## config.mk

```make
export PLATFORM = sky130hd
export DESIGN_NAME = servo_sweep_sequencer
export DESIGN_NICKNAME = d
export VERILOG_FILES = /design/src/rtl/lidar_scan_pkg.sv /design/src/rtl/cycle_timer.sv /design/src/rtl/servo_sweep_sequencer.sv
export SDC_FILE = /design/constraint.sdc
export NUM_CORES = 1
export LEC_CHECK = 0
export ABC_AREA = 0
export CORE_UTILIZATION = 31
export CTS_BUF_LIST = sky130_fd_sc_hd__clkbuf_8
export DETAILED_ROUTE_END_ITERATION = 10
export SETUP_SLACK_MARGIN = 0.1
export SLEW_MARGIN = 20
export SYNTH_ARGS = -nofsm -noshare
export SYNTH_HDL_FRONTEND = slang
export SYNTH_HIERARCHICAL = 1
export SYNTH_SLANG_ARGS = --single-unit
```

## constraint.sdc

```tcl
create_clock -name clk -period 6.7 [get_ports clk]
set_input_delay 1.34 -clock clk [delete_from_list [all_inputs] [get_ports clk]]
set_output_delay 1.34 -clock clk [all_outputs]
set_load 0.05 [all_outputs]
```

## src/rtl/lidar_scan_pkg.sv

```systemverilog
// Shared sweep FSM states and default servo timing for the lidar scan path.
// Timing values are in clk cycles at 100 MHz.
package lidar_scan_pkg;

  typedef enum logic [1:0] {
    ST_IDLE,
    ST_SETTLE,
    ST_SAMPLE,
    ST_ADVANCE
  } sweep_state_t;

  localparam int unsigned DEF_MIN_PULSE     = 100000;
  localparam int unsigned DEF_MAX_PULSE     = 200000;
  localparam int unsigned DEF_STEP          = 10000;
  localparam int unsigned DEF_SETTLE_CYCLES = 2000000;
  localparam int unsigned DEF_ACK_TIMEOUT   = 1000000;

endpackage

```

## src/rtl/cycle_timer.sv

```systemverilog
// Up-counter restarted by i_load. o_done marks the cycle on which the count
// reaches i_limit-1, so a state that loads the timer on entry lasts i_limit cycles.
module cycle_timer (
  input  logic        clk,
  input  logic        reset,
  input  logic        i_load,
  input  logic [31:0] i_limit,
  output logic        o_done
);

  logic [31:0] r_count;

  always_ff @(posedge clk) begin
    if (reset) begin
      r_count <= '0;
    end else if (i_load) begin
      r_count <= '0;
    end else begin
      r_count <= r_count + 32'd1;
    end
  end

  assign o_done = (r_count == (i_limit - 32'd1));

endmodule

```

## src/rtl/servo_sweep_sequencer.sv

```systemverilog
// Bounces a servo pulse width between MIN_PULSE and MAX_PULSE in STEP increments,
// settling and handshaking one range sample at every position.
module servo_sweep_sequencer
  import lidar_scan_pkg::*;
#(
  parameter int unsigned MIN_PULSE     = DEF_MIN_PULSE,
  parameter int unsigned MAX_PULSE     = DEF_MAX_PULSE,
  parameter int unsigned STEP          = DEF_STEP,
  parameter int unsigned SETTLE_CYCLES = DEF_SETTLE_CYCLES,
  parameter int unsigned ACK_TIMEOUT   = DEF_ACK_TIMEOUT
) (
  input  logic        clk,
  input  logic        reset,
  input  logic        enable,
  input  logic        sample_ack,
  output logic [31:0] angle_requested,
  output logic        sample_req,
  output logic [7:0]  step_index,
  output logic        sweep_dir,
  output logic        sweep_done,
  output logic        sample_timeout
);

  localparam logic [31:0] L_MIN     = 32'(MIN_PULSE);
  localparam logic [31:0] L_MAX     = 32'(MAX_PULSE);
  localparam logic [31:0] L_STEP    = 32'(STEP);
  localparam logic [31:0] L_SETTLE  = 32'(SETTLE_CYCLES);
  localparam logic [31:0] L_TIMEOUT = 32'(ACK_TIMEOUT);

  sweep_state_t r_state, w_next_state;
  logic [31:0]  r_angle, w_angle_next, w_timer_limit;
  logic [7:0]   r_index, w_index_next;
  logic         r_dir, w_dir_next;
  logic         r_done, w_done_next;
  logic         r_timeout, w_timeout_next;
  logic         w_timer_load, w_timer_done;
  logic         w_hit_max, w_hit_min;

  cycle_timer u_timer (
    .clk     (clk),
    .reset   (reset),
    .i_load  (w_timer_load),
    .i_limit (w_timer_limit),
    .o_done  (w_timer_done)
  );

  // End-stop tests carried out in 33 bits so neither side can wrap.
  assign w_hit_max = ({1'b0, r_angle} + {1'b0, L_STEP}) > {1'b0, L_MAX};
  assign w_hit_min = {1'b0, r_angle} < ({1'b0, L_MIN} + {1'b0, L_STEP});

  always_comb begin
    w_next_state   = r_state;
    w_timer_load   = 1'b0;
    w_timer_limit  = L_SETTLE;
    w_angle_next   = r_angle;
    w_index_next   = r_index;
    w_dir_next     = r_dir;
    w_done_next    = 1'b0;
    w_timeout_next = 1'b0;
    case (r_state)
      ST_IDLE: begin
        if (enable) begin
          w_next_state = ST_SETTLE;
          w_timer_load = 1'b1;
        end
      end
      ST_SETTLE: begin
        if (!enable) begin
          w_next_state = ST_IDLE;
        end else if (w_timer_done) begin
          w_next_state = ST_SAMPLE;
          w_timer_load = 1'b1;
        end
      end
      ST_SAMPLE: begin
        w_timer_limit = L_TIMEOUT;
        // An ack landing on the expiry cycle still counts as a good sample.
        if (sample_ack) begin
          w_next_state = ST_ADVANCE;
        end else if (w_timer_done) begin
          w_next_state   = ST_ADVANCE;
          w_timeout_next = 1'b1;
        end
      end
      ST_ADVANCE: begin
        if (r_dir ? w_hit_max : w_hit_min) begin
          w_dir_next  = ~r_dir;
          w_done_next = 1'b1;
        end
        if (w_dir_next) begin
          w_angle_next = r_angle + L_STEP;
          w_index_next = r_index + 8'd1;
        end else begin
          w_angle_next = r_angle - L_STEP;
          w_index_next = r_index - 8'd1;
        end
        w_next_state = enable ? ST_SETTLE : ST_IDLE;
        w_timer_load = enable;
      end
      default: w_next_state = ST_IDLE;
    endcase
  end

  always_ff @(posedge clk) begin
    if (reset) begin
      r_state   <= ST_IDLE;
      r_angle   <= L_MIN;
      r_index   <= '0;
      r_dir     <= 1'b1;
      r_done    <= 1'b0;
      r_timeout <= 1'b0;
    end else begin
      r_state   <= w_next_state;
      r_angle   <= w_angle_next;
      r_index   <= w_index_next;
      r_dir     <= w_dir_next;
      r_done    <= w_done_next;
      r_timeout <= w_timeout_next;
    end
  end

  assign angle_requested = r_angle;
  assign step_index      = r_index;
  assign sweep_dir       = r_dir;
  assign sweep_done      = r_done;
  assign sample_timeout  = r_timeout;
  assign sample_req      = (r_state == ST_SAMPLE);

endmodule

```

==> impl_results.md, run 1 <==
* Clk_lat worst skew at 0.37 ns
* Avg Vias per Cell at 4.98
* DRT Wirelength at 15100 microns
* Worst-case clock skew at 0.0112 ns
* Setup crit start kind: flop
* Max rail drop VDD at 0.0000863 V
* Layout Utilization at 37.9%
* Yosys reg bits at 73
* Crit Path Category: flop to flop
* PD cells at 127 mW/mm^2
* Num CTS Buffers at 9
* Slowest-stage cell, CP: nor4bb_1
* Biggest area consumer among synthesized cells: dfxtp_1
* Worst setup endpoint: u_timer/r_count[3]$_SDFF_PP0_
* Avg Inst Size Synth at 7.85 sq um
* Top cell type's share of synthesized area at 24.7%
* Worst Setup SP: r_state[0]$_SDFFE_PP0P_
* Slew @ Worst Pin at 1.09 ns
* CP cell instances: inv_1 > ha_1 > inv_1 > or3_1 > nor4bb_1 > nand2_1 > a32oi_1 > o2111ai_1 > or4_1 > nor4b_2 > nand2_1 > a211oi_1 > or2_2 > nor2_1
* Setup_tns at 0 ns
* Final setup violation count at 0
* WL/cell at 13.7 microns
* Final hold vios at 0
* Total track usage at 15.5%
* Core Footprint at 0.0187 sq mm
* Antenna violations before repair at 0
* Root buf cell: clkbuf_8
* Clk slew on worst S/H paths at 0.09 ns
* Clock tree buffer depth at 2
* Gr ovfl total at 0
* Min Tclk post-route at 5.44 ns
* Layout cell share with drive strength beyond 1 at 4.46%
* Vias in the first global route at 4850
* Rel. slew slack at 27.4%
* FFs w/ async S/R, synth at 0%
* Worst Hold Class: flop to flop
* Placer congestion estimate at 0.819
* FP Rows at 50
* Worst-path maximum fanout at 32
* Slowest stage delay, CP at 0.70 ns
* Area Overhead vs Synth at 19.6%
* Peak Freq at 184 MHz
* Post-Syn Instances at 755
* Starting Density at 31.7%
* Register area share after synthesis at 24.7%
* Cts hold-fix bufs at 0
* # port buffers at 43
* Post-synthesis instance area at 0.00592 sq mm
* DRT Pass-1 Iters at 4
* Req. time, crit path at 6.93 ns
* Global-route wire length before repair at 24600 microns
* CTS tree: done
* Fin crit share at 81.2%
* Setup Fix Bufs, Post-CTS at 0
* Post-DP Area at 0.00686 sq mm
* Yosys Warn Count at 6
* Crit path DAT at 5.68 ns
* Lkg Pwr at 2.70 nW
* H-tree Lvls at 3
* Fin. max-slew vios at 0
* Design area at 0.00708 sq mm
* Top post-synthesis cells by area: dfxtp_1 25%, ha_1 8.2%, xnor2_1 6.9%, nor2_1 4.8%, xor2_1 4.7%
* Ys flop type: dfxtp_1
* DRC viols at 0
* Number of synthesized flops with an enable pin at 0
* Resized cells post-CTS at 0
* CP endpoint kind: flop
* DPL Wire Length at 11000 microns
* Total number of vias at 5513
* Die height at 140 microns
* N_diodes at 0
* Status: finished, final reports clean
* R2r endpoint: u_timer/r_count[3]$_SDFF_PP0_
* FF-to-FF Start: r_state[0]$_SDFFE_PP0P_
* Die width at 140 microns
* Final ANT Viol Nets at 0
* CTS sink cnt at 73
* R2R setup slack at 1.26 ns
* Detailed Route Iter0 Violations at 316
* Largest net degree at the start of global routing at 43
* Max cap viols at 0
* Total I/O pin count at 48
* Final #Nets at 914
* Library cells used by synthesis at 79
* Die ar. at 0.0197 sq mm
* FF-to-FF path depth at 14
* RSZ-0062 raised after global routing: false
==> how the worst min path moves through the flow <==
| stage | start | endpoint | slack, ns | cells past startpoint |
|---|---|---|---|---|
| global route | u_timer/r_count[0]$_SDFF_PP0_ | u_timer/r_count[0]$_SDFF_PP0_ | 0.54 | 1 |
| floorplan | u_timer/r_count[0]$_SDFF_PP0_ | u_timer/r_count[0]$_SDFF_PP0_ | 0.45 | 1 |
| detailed placement | u_timer/r_count[0]$_SDFF_PP0_ | u_timer/r_count[0]$_SDFF_PP0_ | 0.48 | 1 |
| global placement | u_timer/r_count[0]$_SDFF_PP0_ | u_timer/r_count[0]$_SDFF_PP0_ | 0.47 | 1 |
| finish | u_timer/r_count[0]$_SDFF_PP0_ | u_timer/r_count[0]$_SDFF_PP0_ | 0.49 | 1 |
| CTS | u_timer/r_count[0]$_SDFF_PP0_ | u_timer/r_count[0]$_SDFF_PP0_ | 0.50 | 1 |
==> power breakdown <==
group	switching [mW]	leakage (nW)	total, mW	internal, mW
sequential	0.00313	0.589	0.439	0.436
combinational	0.0445	1.99	0.0651	0.0206
clock	0.182	0.115	0.392	0.210
total	0.230	2.70	0.896	0.667
==> cell usage after synthesis (all sizes together) (6+ instances only) <==
master	instances
xnor2	47
o21a	8
xor2	32
nor3	25
buf	10
a21o	11
and3	11
nor2b	15
mux2i	17
nor4b	6
nand3	29
o21ai	34
nor4	19
inv	28
nand2	61
nand4	15
or4	7
ha	39
o22ai	6
nor2	77
a21oi	50
dfxtp	73
a211oi	12
clkbuf	23
o31ai	7
or3	10
==> worst max-delay path: cells and delay by family (launching register included) <==
family	cells	cell delay, ns
buffers and inverters	2	0.57
AO/OA/AOI/OAI	3	0.52
flip-flops	1	0.36
adder cells (fa/ha/maj)	1	0.68
AND/OR/NAND/NOR	8	3.16
==> per-stage QoR <==
stage | hold slack [ns] | worst slack, ns | power [mW] | std cells
3_5_place_dp | 0.479 | 1.29 | 0.512 | 1092
5_1_grt | 0.538 | 0.677 | 0.941 | 1108
4_1_cts | 0.498 | 1.28 | 0.907 | 1108
2_1_floorplan | 0.452 | 1.56 | 0.501 | 844
6_report | 0.495 | 1.26 | 0.896 | 1108
3_3_place_gp | 0.472 | 1.44 | 0.512 | 1092
==> sequential cells by signal, summed over array words and instances, names as in the netlist, named ones only <==
register and cells:
r_state 1, u_timer/r_count 32, sample_timeout 1, sweep_dir 1
angle_requested 28, sweep_done 1, step_index 8
==> kinds of logic (layout without fill, tap and decap cells) <==
group	count (synthesis)	count (layout)	synth area share [%]
fa+ha+maj	41	41	8.91
buf+inv	63	93	4.39
xor+xnor	79	79	11.7
simple gates	300	300	26.4
other cells	2	91	0.127
compound gates	176	176	20.2
flops	73	73	24.7
mux	21	21	3.63
==> final cells by class <==
type	count	area, sq um
fill	1935	11600
inverter	30	113
timing repair buffer	47	460
clock inverter	7	95.1
clock buffer	9	124
multi-input combinational	708	4540
sequential	73	1460
tap	234	293
==> layout by cell type, fill, tap and decap left out, types with 3 or more instances in the layout <==
| cell type | instances |
|---|---|
| nor4_1 | 18 |
| o211ai_1 | 4 |
| dfxtp_1 | 73 |
| inv_1 | 29 |
| a21oi_1 | 50 |
| o2111ai_1 | 5 |
| nor2b_1 | 14 |
| nor3_1 | 25 |
| or2_2 | 3 |
| o21a_1 | 8 |
| o311ai_1 | 3 |
| nor2_1 | 76 |
| nand3b_1 | 4 |
| xor2_1 | 32 |
| conb_1 | 91 |
| buf_4 | 4 |
| nor4b_1 | 5 |
| and3_1 | 11 |
| a211oi_1 | 12 |
| xnor2_1 | 47 |
| nand2_1 | 61 |
| o22ai_1 | 6 |
| or3_1 | 10 |
| clkbuf_8 | 9 |
| or4_1 | 5 |
| clkdlybuf4s50_1 | 43 |
| nand2b_1 | 5 |
| o31ai_1 | 5 |
| ha_1 | 39 |
| o21ai_0 | 22 |
| o21bai_1 | 5 |
| nand3_1 | 28 |
| o21ai_1 | 12 |
| nor3b_1 | 3 |
| nand4_1 | 15 |
| mux2i_1 | 17 |
| a21o_1 | 11 |
==> routing by layer <==
metal	vias to the layer above	global-route usage [%]	share of wire, %
met5	-	0	0
met4	0	3.70	0.65
met3	7	2.63	3.9
met2	87	24.8	45
met1	2529	21.6	51
li1	2890	-	-
(Power assumes the default switching activity.)
==> inputs of run 2 (changes only) <==
- clock period: 6.7 -> 5.57 ns (I/O delays scaled with it)
==> run 2 against run 1 <==
Die area did not move. Critical path depth rose by 2. Non-clock buffer count rose by 6. Worst setup slack got worse by 0.69 ns. Worst hold slack improved by 0.017 ns.
==> impl_results.md, run 2 (synthesis results as in run 1) <==
* H-tree Lvls at 3
* Cts hold-fix bufs at 0
* Die height at 140 microns
* Lkg Pwr at 2.72 nW
* Final ANT Viol Nets at 0
* Req. time, crit path at 5.83 ns
* Slowest-stage cell, CP: ha_1
* Overall Power at 1.06 mW
* Layout Utilization at 38.1%
* Comb pwr share at 7.2%
* Placer congestion estimate at 0.820
* Final cell count without fillers at 1114
* Largest net degree at the start of global routing at 44
* CTS sink cnt at 73
* Final hold vios at 0
* DPL Wire Length at 11100 microns
* Final setup violation count at 0
* Min Tclk post-route at 5.00 ns
* Clk_lat worst skew at 0.38 ns
* Die ar. at 0.0197 sq mm
* Final #Nets at 920
* Placed cells at 1098
* Fill count at 1931
* N_diodes at 0
* Dpl ws at 0.502 ns
* Pint at 774 uW
* DRC viols at 0
* Design area at 0.00712 sq mm
* CP cell instances: nor4_1 > nand2_1 > nor4_1 > o21ai_1 > o31ai_4 > buf_4 > inv_1 > ha_1 > nor2b_4 > o31a_2 > o31ai_4 > a211o_4 > a21boi_2 > o31ai_1 > mux2_1 > a311o_1
* Area Overhead vs Synth at 20.2%
* Fin crit share at 89.8%
* Worst Setup Slack, final at 0.567 ns
* CP endpoint kind: flop
* Sequential cell area at 0.00146 sq mm
* Antenna violations before repair at 0
* Setup_tns at 0 ns
* Gr ovfl total at 0
* Global-route wire length before repair at 24900 microns
* Worst Hold Class: flop to flop
* Clk slew on worst S/H paths at 0.09 ns
* DRT Wirelength at 15000 microns
* Slowest stage delay, CP at 0.56 ns
* Net Sw Power at 284 uW
* Total number of vias at 5502
* DRT Pass-1 Iters at 5
* Setup crit start kind: flop
* Setup Fix Bufs, Post-CTS at 0
* Status: finished, final reports clean
* Fin. max-slew vios at 0
* Core Footprint at 0.0187 sq mm
* Slew @ Worst Pin at 1.08 ns
* Max rail drop VDD at 0.000100 V
* CTS tree: done
* PD cells at 149 mW/mm^2
* Most common cell after layout, fill and taps aside: conb_1
* Most frequent cells in the layout: 91 x conb_1, 76 x nor2_1, 73 x dfxtp_1
* Flop pwr share at 49.9%
* Total I/O pin count at 48
* WHS at 0.512 ns
* Crit path DAT at 5.26 ns
* Rel. slew slack at 28.0%
* Crit Path Category: flop to flop
* RSZ-0062 raised after global routing: false
* Vias in the first global route at 5089
* Max cap viols at 0
* Resized cells post-CTS at 0
* Clock tree buffer depth at 2
* Die width at 140 microns
* Post-DP Area at 0.00691 sq mm
* WL/cell at 13.5 microns
* Root buf cell: clkbuf_8
* Detailed Route Iter0 Violations at 216
* # port buffers at 43
* Starting Density at 31.7%
* Num CTS Buffers at 9
* Total track usage at 15.8%
* Layout cell share with drive strength beyond 1 at 5.11%
* Clk pwr share at 42.9%
* Worst-case clock skew at 0.0150 ns
* Peak Freq at 200 MHz
* Avg Vias per Cell at 4.94
* Net Sw Frac at 26.9%
* Worst-path maximum fanout at 28
* FP Rows at 50
* Register bank with the most flops: u_timer/r_count
* Max FFs per register at 32
* Area of the multi-input gates at 0.00454 sq mm
[run 2: cell types whose count changed in the layout (fill, tap and decap cells not counted)]
cell	previous run	this run
buf_4	4	10
clkinv_4	2	4
bufinv_16	2	1
clkbuf_8	9	10
clkinv_1	1	2
clkinv_2	1	0
inv_1	29	28
inv_2	1	0
inv_6	1	0
inv_8	0	1
[run 2: power groups by stage]
stage	Combinational, mW	Clock (mW)	Sequential [mW]
finish	0.0764	0.454	0.528
global route	0.0871	0.501	0.529
CTS	0.0748	0.472	0.528
detailed placement	0.0749	0	0.540
global placement	0.0746	0	0.540
floorplan	0.0640	0	0.539
[run 2: worst max-delay path: cells and delay by family (launching register included)]
kind            cells  cell delay, ns
buf+inv             2            0.72
mux                 1            0.35
simple gates        4            1.01
flops               1            0.36
compound gates      8            1.90
fa+ha+maj           1            0.56
[run 2: per-layer routing]
metal	GRT usage [%]	share of wire [%]	vias up
met2	27.5	47	93
li1	-	-	2892
met4	4.45	1.3	0
met5	0	0	-
met1	19.9	48	2503
met3	2.63	3.0	14
[run 2: cell type report]
type                       instances  share of cell area [%]
sequential                        73                    20.5
tap                              234                    4.11
clock buffer                      10                    1.93
inverter                          30                    1.58
clock inverter                     6                    1.07
multi-input combinational        708                    63.7
timing repair buffer              53                    7.10
[run 2: final timing paths]
check	from	endpoint	slack, ns	cells after the start
min	u_timer/r_count[0]$_SDFF_PP0_	u_timer/r_count[0]$_SDFF_PP0_	0.51	1
max reg2reg	angle_requested[21]$_SDFFE_PP0N_	angle_requested[24]$_SDFFE_PP0N_	0.57	16
min reg2reg	u_timer/r_count[0]$_SDFF_PP0_	u_timer/r_count[0]$_SDFF_PP0_	0.51	1
max	angle_requested[21]$_SDFFE_PP0N_	angle_requested[24]$_SDFFE_PP0N_	0.57	16
==> inputs of run 3 (changes only) <==
- CORE_ASPECT_RATIO: not set -> 1.1
==> run 3 against run 2 <==
Register-to-register slack better by 0.08 ns. Worst hold slack worse by 0.014 ns. Final cell count grew 0.63%. Combinational power is essentially flat. Clock skew decreased by 0.0032 ns. Via count down 0.55%. Worst setup slack improved by 0.077 ns. Non-clock buffer count shrank 2. Flip-flop and latch count unchanged. Design area grew 0.25%. Core utilization is 0.43 points higher. Critical path type unchanged.
==> impl_results.md, run 3 (synthesis results as in run 1) <==
* Setup crit start kind: flop
* Peak Freq at 203 MHz
* PD cells at 155 mW/mm^2
* Setup Fix Bufs, Post-CTS at 0
* Final cell count without fillers at 1121
* R2r endpoint: angle_requested[24]$_SDFFE_PP0N_
* Resized cells post-CTS at 0
* Antenna violations before repair at 0
* Met1 WL at 6930 microns
* Setup_tns at 0 ns
* Most common cell after layout, fill and taps aside: conb_1
* Total I/O pin count at 48
* CP endpoint kind: flop
* Max cap viols at 0
* FF-to-FF path depth at 16
* Largest net degree at the start of global routing at 43
* Lkg Pwr at 2.73 nW
* DRT Wirelength at 15100 microns
* Area Overhead vs Synth at 20.5%
* Req. time, crit path at 5.83 ns
* Core Footprint at 0.0185 sq mm
* Cts hold-fix bufs at 0
* DRC viols at 0
* CTS sink cnt at 73
* Status: finished, final reports clean
* Die width at 134 microns
* Worst Hold Depth at 1
* Final setup violation count at 0
* CP cell instances: nor4_1 > nand2_1 > nor4_1 > o21ai_1 > o31ai_4 > buf_4 > inv_1 > ha_1 > nor2b_4 > o31a_2 > o31ai_4 > a211o_4 > a21boi_2 > o31ai_1 > mux2_1 > a311o_1
* Worst-case clock skew at 0.0118 ns
* WHS Endpoint: u_timer/r_count[0]$_SDFF_PP0_
* Routed length on met3 at 669 microns
* R2R setup slack at 0.64 ns
* H-tree Lvls at 3
* Avg Vias per Cell at 4.88
* Starting Density at 31.9%
* Final hold vios at 0
* Min Tclk post-route at 4.93 ns
* Root buf cell: clkbuf_8
* WL/cell at 13.4 microns
* Global-route wire length before repair at 25500 microns
* Num CTS Buffers at 9
* DR top layer: met4
* Layout Utilization at 38.5%
* RSZ-0062 raised after global routing: false
* Crit path DAT at 5.19 ns
* Worst Hold Class: flop to flop
* FF-to-FF Start: angle_requested[21]$_SDFFE_PP0N_
* Worst-path maximum fanout at 28
* Slew @ Worst Pin at 1.09 ns
* WL met2 at 7280 microns
* Placed cells at 1105
* Final #Nets at 918
* Most frequent cells in the layout: 91 x conb_1, 76 x nor2_1, 73 x dfxtp_1
* Clk_lat worst skew at 0.37 ns
* Fin. max-slew vios at 0
* N_diodes at 0
* Detailed Route Iter0 Violations at 245
* # port buffers at 43
* DPL Wire Length at 11100 microns
* Vias in the first global route at 5236
* Rel. slew slack at 27.3%
* Clock tree buffer depth at 2
* Gr ovfl total at 0
* CTS tree: done
* Slowest-stage cell, CP: ha_1
* Max rail drop VDD at 0.000122 V
* FP Rows at 52
* Slowest stage delay, CP at 0.56 ns
* Total number of vias at 5472
* Final ANT Viol Nets at 0
* Die height at 147 microns
* Fin crit share at 88.4%
* Layout cell share with drive strength beyond 1 at 4.67%
* DRT Pass-1 Iters at 5
* Clk slew on worst S/H paths at 0.08 ns
* Die ar. at 0.0197 sq mm
* Crit Path Category: flop to flop
* Register bank with the most flops: u_timer/r_count
* Placer congestion estimate at 0.806
* Worst Hold Launch: u_timer/r_count[0]$_SDFF_PP0_
* Total track usage at 16.0%
* Max FFs per register at 32
==> run 3: cell types whose count changed in the layout (fill, tap and decap cells not counted) <==
cell / before / now
bufinv_16: 1 / 3
inv_8: 1 / 0
clkinv_2: 0 / 1
clkbuf_8: 10 / 9
buf_4: 10 / 8
inv_1: 28 / 30
clkinv_4: 4 / 1
==> run 3: stage by stage <==
| step | setup WS [ns] | hold WS [ns] | power (mW) | area, sq um |
|---|---|---|---|---|
| finish | 0.644 | 0.497 | 1.11 | 7140 |
| global route | 0.191 | 0.523 | 1.16 | 7140 |
| CTS | 0.588 | 0.503 | 1.13 | 7140 |
| detailed placement | 0.624 | 0.482 | 0.615 | 6900 |
| global placement | 0.662 | 0.475 | 0.614 | 6900 |
| floorplan | 0.430 | 0.452 | 0.603 | 6260 |
==> run 3: worst max path at each step <==
stage / startpoint / endpoint / slack, ns / cells past startpoint
final: angle_requested[21]$_SDFFE_PP0N_ / angle_requested[24]$_SDFFE_PP0N_ / 0.64 / 16
after global routing: angle_requested[21]$_SDFFE_PP0N_ / angle_requested[31]$_SDFFE_PP0N_ / 0.19 / 16
after CTS: angle_requested[21]$_SDFFE_PP0N_ / angle_requested[24]$_SDFFE_PP0N_ / 0.59 / 16
after detailed placement: angle_requested[21]$_SDFFE_PP0N_ / angle_requested[24]$_SDFFE_PP0N_ / 0.62 / 16
after global placement: angle_requested[21]$_SDFFE_PP0N_ / angle_requested[24]$_SDFFE_PP0N_ / 0.66 / 16
after floorplan: r_state[0]$_SDFFE_PP0P_ / u_timer/r_count[10]$_SDFF_PP0_ / 0.43 / 17
==> run 3: per-layer routing <==
metal	global-route usage, %	up-vias
met1	19.5	2499
li1	-	2880
met2	27.9	78
met3	4.31	15
met4	3.81	0
met5	0	-
==> run 3: critical path: cells and delay by family, from the launching register on <==
| family | cells | cell delay [ns] |
|---|---|---|
| AO/OA/AOI/OAI | 8 | 1.91 |
| AND/OR/NAND/NOR | 4 | 0.93 |
| buffers and inverters | 2 | 0.71 |
| adder cells (fa/ha/maj) | 1 | 0.56 |
| flip-flops | 1 | 0.35 |
| multiplexers | 1 | 0.35 |
==> run 3: final cells by class <==
class / count / area [sq um]
tap: 243 / 304
timing repair buffer: 51 / 490
clock buffer: 9 / 124
inverter: 30 / 113
clock inverter: 7 / 111
fill: 1937 / 11400
sequential: 73 / 1460
multi-input combinational: 708 / 4540
==> run 3: report_power, final <==
group	internal [mW]	switching, mW
Sequential	0.524	0.00385
Combinational	0.0247	0.0517
Clock	0.294	0.210
Total	0.843	0.266
